$ cat src/rtl/dmem_port_arbiter.sv
// Arbitrates the single-port data memory between the MEM stage (cpu_*) and the debug port (dbg_*).
// Ack arrives MEM_LAT+2 cycles after the sampling edge; requesters hold req until ack, and cpu_stall freezes the pipe meanwhile.
module dmem_port_arbiter #(
   parameter int DATA_W       = 64,
   parameter int ADDR_W       = 10,
   parameter int MEM_LAT      = 1,
   parameter int STARVE_LIMIT = 4
) (
   input  logic              clk,
   input  logic              reset,
   input  logic              cpu_req,
   input  logic              cpu_we,
   input  logic [ADDR_W-1:0] cpu_addr,
   input  logic [DATA_W-1:0] cpu_wdata,
   output logic              cpu_ack,
   output logic [DATA_W-1:0] cpu_rdata,
   output logic              cpu_stall,
   input  logic              dbg_req,
   input  logic              dbg_we,
   input  logic [ADDR_W-1:0] dbg_addr,
   input  logic [DATA_W-1:0] dbg_wdata,
   output logic              dbg_ack,
   output logic [DATA_W-1:0] dbg_rdata,
   output logic              mem_en,
   output logic              mem_we,
   output logic [ADDR_W-1:0] mem_addr,
   output logic [DATA_W-1:0] mem_wdata,
   input  logic [DATA_W-1:0] mem_rdata,
   output logic              busy
);
   localparam int LW = $clog2(MEM_LAT + 1);
   localparam int SW = $clog2(STARVE_LIMIT + 1);

   typedef enum logic [1:0] {IDLE, ISSUE, WAIT, RESP} state_t;

   typedef struct packed {
      logic              we;
      logic [ADDR_W-1:0] addr;
      logic [DATA_W-1:0] wdata;
   } cmd_t;

   state_t        state, state_nxt;
   cmd_t          sel_cmd;
   logic          grant, grant_dbg, done;
   logic          win_dbg, win_we;
   logic [LW-1:0] lat_cnt;
   logic [SW-1:0] dbg_wait;

   // cpu wins ties unless the debug port has waited long enough
   always_comb begin
      grant_dbg = dbg_req && (!cpu_req || (dbg_wait >= SW'(STARVE_LIMIT)));
      sel_cmd   = grant_dbg ? {dbg_we, dbg_addr, dbg_wdata} : {cpu_we, cpu_addr, cpu_wdata};
   end

   always_ff @(posedge clk or negedge reset) begin
      if (!reset) begin
         state <= IDLE;
      end else begin
         state <= state_nxt;
      end
   end

   always_comb begin
      state_nxt = state;
      grant     = 1'b0;
      done      = 1'b0;
      case (state)
         IDLE: begin
            if (cpu_req || dbg_req) begin
               grant     = 1'b1;
               state_nxt = ISSUE;
            end
         end
         ISSUE: state_nxt = WAIT;
         WAIT: begin
            if (lat_cnt == LW'(1)) begin
               done      = 1'b1;
               state_nxt = RESP;
            end
         end
         RESP:    state_nxt = IDLE;
         default: state_nxt = IDLE;
      endcase
   end

   always_ff @(posedge clk or negedge reset) begin
      if (!reset) begin
         win_dbg   <= 1'b0;
         win_we    <= 1'b0;
         lat_cnt   <= '0;
         dbg_wait  <= '0;
         mem_en    <= 1'b0;
         mem_we    <= 1'b0;
         mem_addr  <= '0;
         mem_wdata <= '0;
         cpu_ack   <= 1'b0;
         dbg_ack   <= 1'b0;
         cpu_rdata <= '0;
         dbg_rdata <= '0;
      end else begin
         mem_en  <= grant;
         cpu_ack <= done && !win_dbg;
         dbg_ack <= done && win_dbg;

         if (grant) begin
            win_dbg   <= grant_dbg;
            win_we    <= sel_cmd.we;
            mem_we    <= sel_cmd.we;
            mem_addr  <= sel_cmd.addr;
            mem_wdata <= sel_cmd.wdata;
         end

         if (state == ISSUE) begin
            lat_cnt <= LW'(MEM_LAT);
         end else if (state == WAIT) begin
            lat_cnt <= lat_cnt - 1'b1;
         end

         // stores complete with an ack but leave the requester's read data untouched
         if (done && !win_we) begin
            if (win_dbg) begin
               dbg_rdata <= mem_rdata;
            end else begin
               cpu_rdata <= mem_rdata;
            end
         end

         if (!dbg_req || (grant && grant_dbg)) begin
            dbg_wait <= '0;
         end else if (!(busy && win_dbg) && (dbg_wait < SW'(STARVE_LIMIT))) begin
            dbg_wait <= dbg_wait + 1'b1;
         end
      end
   end

   assign busy      = (state != IDLE);
   assign cpu_stall = cpu_req & ~cpu_ack;

endmodule
$ cat config.mk
export PLATFORM = sky130hd
export DESIGN_NAME = dmem_port_arbiter
export DESIGN_NICKNAME = d
export VERILOG_FILES = /design/src/rtl/dmem_port_arbiter.sv
export SDC_FILE = /design/constraint.sdc
export NUM_CORES = 1
export LEC_CHECK = 0
export CORE_AREA = 4 4 165 167
export DETAILED_ROUTE_END_ITERATION = 8
export DIE_AREA = 0 0 169 171
export PLACE_DENSITY = 0.8
export SETUP_SLACK_MARGIN = 0.15
export SYNTH_ARGS = -nofsm -noshare
export SYNTH_HDL_FRONTEND = slang
export SYNTH_SLANG_ARGS = --single-unit
$ cat constraint.sdc
create_clock -name clk -period 2.04 [get_ports clk]
set_clock_uncertainty 0.15 [all_clocks]
set_input_delay 0.204 -clock clk [delete_from_list [all_inputs] [get_ports clk]]
set_output_delay 0.204 -clock clk [all_outputs]
set_load 0.02 [all_outputs]
==> results of run 1 <==
metrics by stage:
step / setup slack (ns) / cells / power (W) / util (%) / area [um^2]
5_1_grt: 0.0619 / 1533 / 0.0259 / 59.5 / 15300
3_5_place_dp: 0.0259 / 1462 / 0.0192 / 52.6 / 13600
2_1_floorplan: 0.112 / 743 / 0.0132 / - / 8880
3_3_place_gp: 0.0327 / 1462 / 0.0188 / 52.6 / 13600
4_1_cts: 0.0497 / 1523 / 0.0241 / 57.3 / 14800
6_report: 0.123 / 1533 / 0.0247 / 59.5 / 15300
worst max-delay path, delay by kind of cell, from the launching register on:
kind | cells | cell delay (ns)
and+or+nand+nor | 2 | 0.27
muxes | 1 | 0.31
DFF | 1 | 0.38
buffers and inverters | 4 | 0.51
adders and majority gates | 1 | 0.17
flip-flops by register name (all words and copies together), names as in the netlist:
name,flops
cpu_rdata,64
win_we,1
win_dbg,1
mem_en,1
cpu_ack,1
mem_wdata,64
mem_addr,10
lat_cnt,1
state,2
dbg_ack,1
dbg_wait,3
dbg_rdata,64
layer usage:
layer / global-route usage (%) / wire length, um / vias up
met4: 4.41 / 698 / 0
met5: 0 / 0 / -
met1: 24.5 / 12400 / 3859
met3: 5.22 / 2820 / 49
li1: - / - / 3546
met2: 35.7 / 16600 / 373
how the worst max path moves through the flow:
stage | from | slack (ns) | to | cells past startpoint
2_1_floorplan | state[0] | 0.11 | cpu_rdata[4] | 6
3_3_place_gp | cpu_req | 0.03 | cpu_stall | 3
3_5_place_dp | cpu_req | 0.03 | cpu_stall | 3
4_1_cts | state[0] | 0.05 | dbg_rdata[30] | 7
5_1_grt | state[0] | 0.06 | cpu_rdata[43] | 8
6_report | state[0] | 0.12 | dbg_rdata[59] | 8
logic make-up (layout without fill, tap and decap cells):
group,Yosys count,in the layout,share of synthesized area [%]
AO/OA/AOI/OAI,161,161,10.3
adder cells (fa/ha/maj),4,4,0.564
buffers and inverters,69,524,4.18
flip-flops,213,213,60.0
multiplexers,129,129,16.4
AND/OR/NAND/NOR,167,167,8.55
power breakdown:
part           internal (W)  switching [W]  leakage, nW
sequential          0.00638        0.00130         2.48
combinational       0.00649        0.00602         3.92
clock               0.00271        0.00176        0.404
total                0.0156        0.00907         6.81
cell type report:
type / instances / area (um^2)
fill: 2011 / 10400
sequential: 213 / 5330
timing repair buffer: 475 / 5160
multi-input combinational: 461 / 3570
clock buffer: 35 / 723
tap: 335 / 419
clock inverter: 8 / 100
inverter: 6 / 22.5
timing repair:
item / 4_1_cts / 5_1_grt
gates resized for setup: 74 / 121
cloned: 7 / 5
hold buffers: 2 / 0
pin swaps: 1 / 2
hold endpoints to repair: 216 / 0
endpoints found under the setup margin: 111 / 168
buffers inserted: 9 / 5
layout by cell type, fill, tap and decap left out, drive strengths merged, types with 32 or more instances in the layout:
cell,netlist,routed
clkdlybuf4s50,0,351
dfrtp,213,213
mux2,129,129
nor2,79,79
o21ai,78,78
nand3,75,75
a31oi,75,75
buf,32,47
dlymetal6s2s,0,39
clkbuf,31,39
dlygate4sd2,0,32
==> out/results.txt, run 1 <==
Routed WL -> 32500 um
outcome -> finished, final reports clean
CP max stage delay -> 0.38 ns
Starting Density -> 34.5%
Root Driver -> clkbuf_16
diode count -> 0
top-count cell post-synth -> dfrtp_1
vias in the first global route -> 7935
CTS Sinks -> 213
reg2reg start -> state[0]
Residual DRC -> 0
post-synth net total -> 965
crit-path max FO -> 8
vias per cell -> 5.11
CTS Buffer Depth -> 3
critical path's slowest cell -> dfrtp_1
FFs w/ async S/R, synth -> 100%
Synth Area per Inst -> 12.0 um^2
WL per Instance -> 21.2 um
Die Ht -> 171 um
Ys Warns -> 0
relative slew slack -> 64.4%
Worst Hold End -> mem_wdata[26]
Post-synth EDFFs -> 0
post-synth top area share -> 60.0%
min-delay worst type -> in -> reg
Worst setup SP type -> register
CP required -> 2.28 ns
Worst Min Path Start -> cpu_wdata[26]
DR iter-0 viols -> 505
Slew @ Worst Pin -> 0.534 ns
Final ANT Viol Nets -> 0
reg-to-reg slack, setup -> 0.12 ns
first-pass GRT wire length -> 46100 um
R2R Path End -> dbg_rdata[59]
CTS H-tree lvls -> 1
TritonCTS clock tree -> built
GRT Total Usage -> 20.0%
Crit Path Category -> reg -> reg
Num CTS Buffers -> 24
unrepaired setup endpoints after global routing -> yes
DRT Pass-1 Iters -> 4
Area Overhead vs Synth -> 72.6%
I/O pins -> 426
largest net degree at the start of global routing -> 76
most instantiated cells after synthesis -> dfrtp_1, mux2_2, nor2_1
top_reg_cell synth -> dfrtp_1
GRT Residual Overflow -> 0
initial antenna violation count -> 0
hpwl dp -> 21200 um
Final period util -> 94.0%
Die Area -> 28900 um^2
Row Count -> 59
TNS Setup -> 0 ns
Port Buf Inserts -> 425
Power Density -> 1610 nW/um^2
worst hold stages -> 3
Seq/Total Area, Yosys -> 60.0%
Worst Reg-to-Reg Cells -> 8
synthesized cell area -> 8880 um^2
Fmax achieved -> 0.522 GHz
GP Congestion -> 0.773
via count -> 7827
cell type with the largest total area after synthesis -> dfrtp_1
die width -> 169 um
Clock transition at path regs -> 0.06 ns
Lkg Pwr -> 6.81 nW
fin. max-slew vios -> 0
post-route minimum period -> 1.92 ns
fin nets -> 1403
fraction of layout cells with a size suffix above 1 -> 18.9%
Core Region -> 25800 um^2
hold slack -> 0.111 ns
final-report hold violation count -> 0
synth top area cells -> dfrtp_1, mux2_2, a31oi_1
Synth cell types -> 31
Clock Latency Late Sink -> 0.51 ns
CP arrival -> 2.16 ns
endpoints failing setup -> 0
Worst Setup End Kind -> register
CP cell instances -> inv_2 > ha_4 > buf_6 > and3_4 > nand2b_4 > buf_12 > clkbuf_16 > mux2_4
peak supply drop -> 1100 uV
Syn Inst Count -> 743
Yosys reg bits -> 213
max cap viols -> 0
No activity file was read; power rests on OpenSTA's default activity.
==> inputs of run 2 (changes only) <==
--- a/config.mk
+++ b/config.mk
@@ -9,7 +9,9 @@
 export DETAILED_ROUTE_END_ITERATION = 8
 export DIE_AREA = 0 0 169 171
 export PLACE_DENSITY = 0.8
+export REMOVE_ABC_BUFFERS = 1
 export SETUP_SLACK_MARGIN = 0.15
+export SKIP_CTS_REPAIR_TIMING = 1
 export SYNTH_ARGS = -nofsm -noshare
 export SYNTH_HDL_FRONTEND = slang
 export SYNTH_SLANG_ARGS = --single-unit
==> run 2 against run 1 <==
Compared with the run above: core utilization fell by 0.19 points; global-route usage shrank 0.49 points; final cell count grew 2.0%; design area is 0.32% lower; sequential power is essentially flat; critical path depth stayed put; combinational power about the same; maximum frequency fell by 3.2%; largest power group unchanged; clock power down 3%; flip-flop and latch count unchanged.
==> out/results.txt, run 2 (synthesized netlist as in run 1, its figures left out) <==
via count -> 7982 (+2.0%)
Root Driver -> clkbuf_16
DRT Pass-1 Iters -> 5 (+1)
vias in the first global route -> 8038 (+1.3%)
GRT Residual Overflow -> 0 (unchanged)
CTS H-tree lvls -> 1 (unchanged)
Worst Min Path Start -> dbg_req
Final ANT Viol Nets -> 0 (unchanged)
hpwl dp -> 23100 um (+8.7%)
vias per cell -> 5.10 (about the same)
DR iter-0 viols -> 535 (+5.9%)
Lkg Pwr -> 6.81 nW (about the same)
Die Area -> 28900 um^2 (unchanged)
Power, Total -> 0.0243 W (-1.6%)
Crit Path Category -> reg -> reg
Worst Hold End -> mem_wdata[12]
Row Count -> 59 (unchanged)
Power Density -> 1590 nW/um^2 (-1.3%)
endpoints failing setup -> 0 (unchanged)
Fmax achieved -> 0.505 GHz (-3.2%)
Final period util -> 97.1% (+3.1 points)
relative slew slack -> 50.2% (-14 points)
hold slack -> 0.0458 ns (-0.0654 ns)
worst hold stages -> 4 (+1)
crit-path max FO -> 8 (unchanged)
outcome -> finished, final reports clean
TNS Setup -> 0 ns (unchanged)
Routed WL -> 32100 um (-1.5%)
largest net degree at the start of global routing -> 69 (-9.2%)
Area Overhead vs Synth -> 72.1%
I/O pins -> 426 (unchanged)
GP Congestion -> 0.842 (+8.9%)
post-route minimum period -> 1.98 ns (+0.0641 ns)
Clock transition at path regs -> 0.06 ns (about the same)
most frequent cells in the layout -> clkdlybuf4s50_1, dfrtp_1, mux2_2
Slew @ Worst Pin -> 0.745 ns (+0.212 ns)
CP arrival -> 2.22 ns (+0.06 ns)
initial antenna violation count -> 1 (+1)
peak supply drop -> 1100 uV (-0.15%)
Finished Core Util -> 59.3% (-0.19 points)
Starting Density -> 34.5% (unchanged)
Die Ht -> 171 um (unchanged)
Clock Latency Late Sink -> 0.50 ns (about the same)
CTS Sinks -> 213 (unchanged)
CP required -> 2.28 ns (about the same)
commonest non-fill, non-tap cell in the layout -> clkdlybuf4s50_1
Worst setup SP type -> register
Core Region -> 25800 um^2 (unchanged)
min-delay worst type -> in -> reg
final-report hold violation count -> 0 (unchanged)
fraction of layout cells with a size suffix above 1 -> 21.1% (+2.2 points)
reg2reg start -> state[0]
fin nets -> 1434 (+2.2%)
Residual DRC -> 0 (unchanged)
GRT Total Usage -> 19.5% (-0.49 points)
TritonCTS clock tree -> built
Num CTS Buffers -> 23 (-4.2%)
CTS Buffer Depth -> 3 (unchanged)
post-route cell area -> 15300 um^2 (-0.32%)
die width -> 169 um (unchanged)
WL per Instance -> 20.5 um (-3.4%)
met1 GRT Util -> 23.1% (-1.4 points)
reg-to-reg slack, setup -> 0.06 ns (-0.06 ns)
max cap viols -> 0 (unchanged)
Port Buf Inserts -> 425 (unchanged)
unrepaired setup endpoints after global routing -> yes
R2R Path End -> cpu_rdata[27]
leading registers by flop count -> cpu_rdata (64), dbg_rdata (64), mem_wdata (64)
Placed Area -> 13800 um^2 (+1.8%)
routing usage on met2 -> 34.9% (-0.85 points)
Worst Setup End Kind -> register
fin. max-slew vios -> 0 (unchanged)
met3 usage -> 4.94% (-0.28 points)
Worst Reg-to-Reg Cells -> 8 (unchanged)
first-pass GRT wire length -> 45200 um (-2.0%)
grt peak-use layer -> met2
[run 2: cell types whose count changed in the layout (fill, tap and decap cells not counted), sizes merged, moves of 2 or more]
cell          change
buf              +30
inv               +2
dlymetal6s2s     +31
dlygate4sd2      -32
[run 2: layout make-up]
class / instances / area (um^2)
Fill cell: 1963 / 10500
Timing Repair Buffer: 507 / 5390
Sequential cell: 213 / 5330
Multi-Input combinational cell: 461 / 3340
Clock buffer: 31 / 656
Tap cell: 335 / 419
Clock inverter: 10 / 133
Inverter: 6 / 22.5
Antenna cell: 1 / 2.50
[run 2: worst max-delay path, stage by stage (launching register included)]
cell and delay (ns):
dfrtp_1 0.40, inv_2 0.09, ha_4 0.17, nand2_4 0.06, nor3_4 0.19, buf_6 0.15, buf_12 0.14, clkbuf_16 0.17
mux2_2 0.34
[run 2: worst max path at each step]
stage,startpoint,to,cells after the start
4_1_cts,state[0],busy,4
6_report,state[0],cpu_rdata[27],8
5_1_grt,state[0],cpu_rdata[0],8
2_1_floorplan,state[0],win_dbg,4
3_3_place_gp,state[0],cpu_rdata[46],7
3_5_place_dp,cpu_req,mem_addr[2],6
[run 2: through the flow]
stage | setup slack [ns] | instances
after floorplan | -1.82 | 680
after global placement | 0.116 | 1492
after detailed placement | 0.0241 | 1492
after CTS | -0.366 | 1533
after global routing | -0.0203 | 1564
final | 0.0590 | 1564
[run 2: where the power goes]
part           internal (W)  total, W  leakage (nW)  switching, W
Sequential          0.00638   0.00766          2.48       0.00128
Clock               0.00263   0.00433         0.394       0.00170
Combinational       0.00629    0.0123          3.94       0.00598
Total                0.0153    0.0243          6.81       0.00896
[run 2: routing by layer]
| metal | vias up | routed length, um |
|---|---|---|
| met5 | - | 0 |
| met4 | 0 | 958 |
| met3 | 57 | 3010 |
| met2 | 410 | 16300 |
| met1 | 3905 | 11800 |
| li1 | 3610 | - |
==> inputs of run 3 (changes only) <==
==> constraint.sdc (replaced) <==
create_clock -name clk -period 2.04 [get_ports clk]
set_clock_uncertainty 0.15 [all_clocks]
set_input_delay 0.204 -clock clk [delete_from_list [all_inputs] [get_ports clk]]
set_output_delay 0.204 -clock clk [all_outputs]
set_load 0.05 [all_outputs]
==> run 3 against run 2 <==
Compared with the run above: maximum frequency decreased by 1.6%; critical path depth fell by 1; die area stayed put; design area fell by 0.66%; first-iteration DRC count decreased by 30%; core utilization fell by 0.39 points; non-clock buffer count decreased by 29; via count down 2.8%; worst hold slack improved by 0.048 ns; register-to-register slack worse by 0.03 ns; power up 17%; critical path type unchanged; critical endpoint is now cpu_rdata[12]; largest power group unchanged.
==> out/results.txt, run 3 (synthesized netlist as in run 1, its figures left out) <==
Core Region -> 25800 um^2 (unchanged)
post-route minimum period -> 2.01 ns (+0.0316 ns)
first-pass GRT wire length -> 44400 um (-1.7%)
Finished Core Util -> 58.9% (-0.39 points)
Lkg Pwr -> 7.73 nW (+13%)
Multi-input gate area -> 3200 um^2 (-4.0%)
Worst Reg-to-Reg Cells -> 7 (-1)
met3 usage -> 5.68% (+0.74 points)
DRT Pass-1 Iters -> 5 (unchanged)
min-delay worst type -> in -> reg
peak supply drop -> 1340 uV (+21%)
commonest non-fill, non-tap cell in the layout -> clkdlybuf4s50_1
WL per Instance -> 20.0 um (-2.3%)
Root Driver -> clkbuf_16
TritonCTS clock tree -> built
max cap viols -> 0 (unchanged)
met1 GRT Util -> 22.4% (-0.78 points)
Worst Min Path Start -> dbg_req
crit-path max FO -> 20 (+12)
leading registers by flop count -> cpu_rdata (64), dbg_rdata (64), mem_wdata (64)
GRT Total Usage -> 19.1% (-0.41 points)
CP arrival -> 2.24 ns (+0.02 ns)
Final WS setup -> 0.0274 ns (-0.0316 ns)
routing usage on met2 -> 34.7% (-0.21 points)
outcome -> finished, final reports clean
CTS Buffer Depth -> 3 (unchanged)
Setup crit end -> cpu_rdata[12]
Clock transition at path regs -> 0.06 ns (about the same)
reg2reg start -> state[0]
initial antenna violation count -> 0 (-1)
grt peak-use layer -> met2
Die Ht -> 171 um (unchanged)
most frequent cells in the layout -> clkdlybuf4s50_1, dfrtp_1, dlymetal6s2s_1
Area Overhead vs Synth -> 70.9%
fraction of layout cells with a size suffix above 1 -> 20.2% (-0.86 points)
via count -> 7757 (-2.8%)
Routed WL -> 30800 um (-4.1%)
Worst Setup End Kind -> register
CTS H-tree lvls -> 1 (unchanged)
GRT Residual Overflow -> 0 (unchanged)
diode count -> 0 (-1)
fin. max-slew vios -> 0 (unchanged)
largest net degree at the start of global routing -> 77 (+12%)
Starting Density -> 34.5% (unchanged)
Residual DRC -> 0 (unchanged)
R2R Path End -> cpu_rdata[12]
hpwl dp -> 22700 um (-1.5%)
Final ANT Viol Nets -> 0 (unchanged)
Num CTS Buffers -> 24 (+4.3%)
endpoints failing setup -> 0 (unchanged)
Post-Place Setup Slack -> 0.0483 ns (+0.0241 ns)
fin nets -> 1406 (-2.0%)
vias per cell -> 5.05 (-1.0%)
Fmax achieved -> 0.497 GHz (-1.6%)
Critical Path Start -> state[0]
Crit Path Category -> reg -> reg
relative slew slack -> 58.7% (+8.5 points)
Final period util -> 98.7% (+1.5 points)
CP required -> 2.27 ns (about the same)
Power Density -> 1860 nW/um^2 (+18%)
FF/Latch Area -> 5330 um^2 (unchanged)
GP Congestion -> 0.822 (-2.3%)
Worst setup SP type -> register
Die Area -> 28900 um^2 (unchanged)
reg-to-reg slack, setup -> 0.03 ns (-0.03 ns)
DR iter-0 viols -> 375 (-30%)
unrepaired setup endpoints after global routing -> yes
die width -> 169 um (unchanged)
final-report hold violation count -> 0 (unchanged)
Clock Latency Late Sink -> 0.50 ns (about the same)
vias in the first global route -> 7847 (-2.4%)
Row Count -> 59 (unchanged)
Layout fillers -> 1927 (-1.8%)
Port Buf Inserts -> 425 (unchanged)
I/O pins -> 426 (unchanged)
CTS Sinks -> 213 (unchanged)
Slew @ Worst Pin -> 0.619 ns (-0.126 ns)
==> run 3: critical path, stage by stage, from the launching register on <==
cell and delay [ns]:
dfrtp_1 0.40, inv_1 0.09, ha_1 0.22, nand2_1 0.13
nor3_4 0.17, buf_12 0.18, buf_12 0.18, mux2_1 0.36
==> run 3: layout make-up <==
class / instances / area share, %
timing repair buffer: 478 / 35.4
sequential: 213 / 35.1
multi-input combinational: 461 / 21.1
clock buffer: 33 / 4.71
tap: 335 / 2.76
clock inverter: 10 / 0.750
inverter: 6 / 0.148
==> run 3: worst min-delay path by stage <==
stage | cells after the start | slack [ns] | end
2_1_floorplan | 0 | -0.24 | cpu_ack
3_3_place_gp | 1 | 0.08 | mem_wdata[22]
3_5_place_dp | 1 | 0.1 | mem_wdata[61]
4_1_cts | 1 | -0.45 | mem_wdata[61]
5_1_grt | 4 | 0.11 | mem_wdata[51]
6_report | 4 | 0.09 | mem_wdata[39]
==> run 3: stage by stage <==
step | TNS, ns | hold WS, ns | cell area (um^2) | cells | total power [W]
5_1_grt | -0.941 | 0.112 | 15200 | 1536 | 0.0295
3_5_place_dp | 0 | 0.0950 | 13800 | 1484 | 0.0241
3_3_place_gp | 0 | 0.0787 | 13800 | 1484 | 0.0238
6_report | 0 | 0.0942 | 15200 | 1536 | 0.0283
2_1_floorplan | -252.23 | -0.242 | 8530 | 680 | 0.0178
4_1_cts | -3.32 | -0.453 | 14600 | 1527 | 0.0286
==> run 3: metal layers <==
layer / part of all wire, % / vias to the layer above / wire, um
met2: 51 / 391 / 15700
met1: 38 / 3764 / 11600
met5: 0 / - / 0
met3: 9.1 / 49 / 2810
li1: - / 3553 / -
met4: 2.2 / 0 / 684
==> run 3: report_power, final <==
group | total, W | internal [W] | leakage [nW] | switching (W)
sequential | 0.00754 | 0.00637 | 2.48 | 0.00116
combinational | 0.0164 | 0.00571 | 4.84 | 0.0107
clock | 0.00440 | 0.00271 | 0.410 | 0.00169
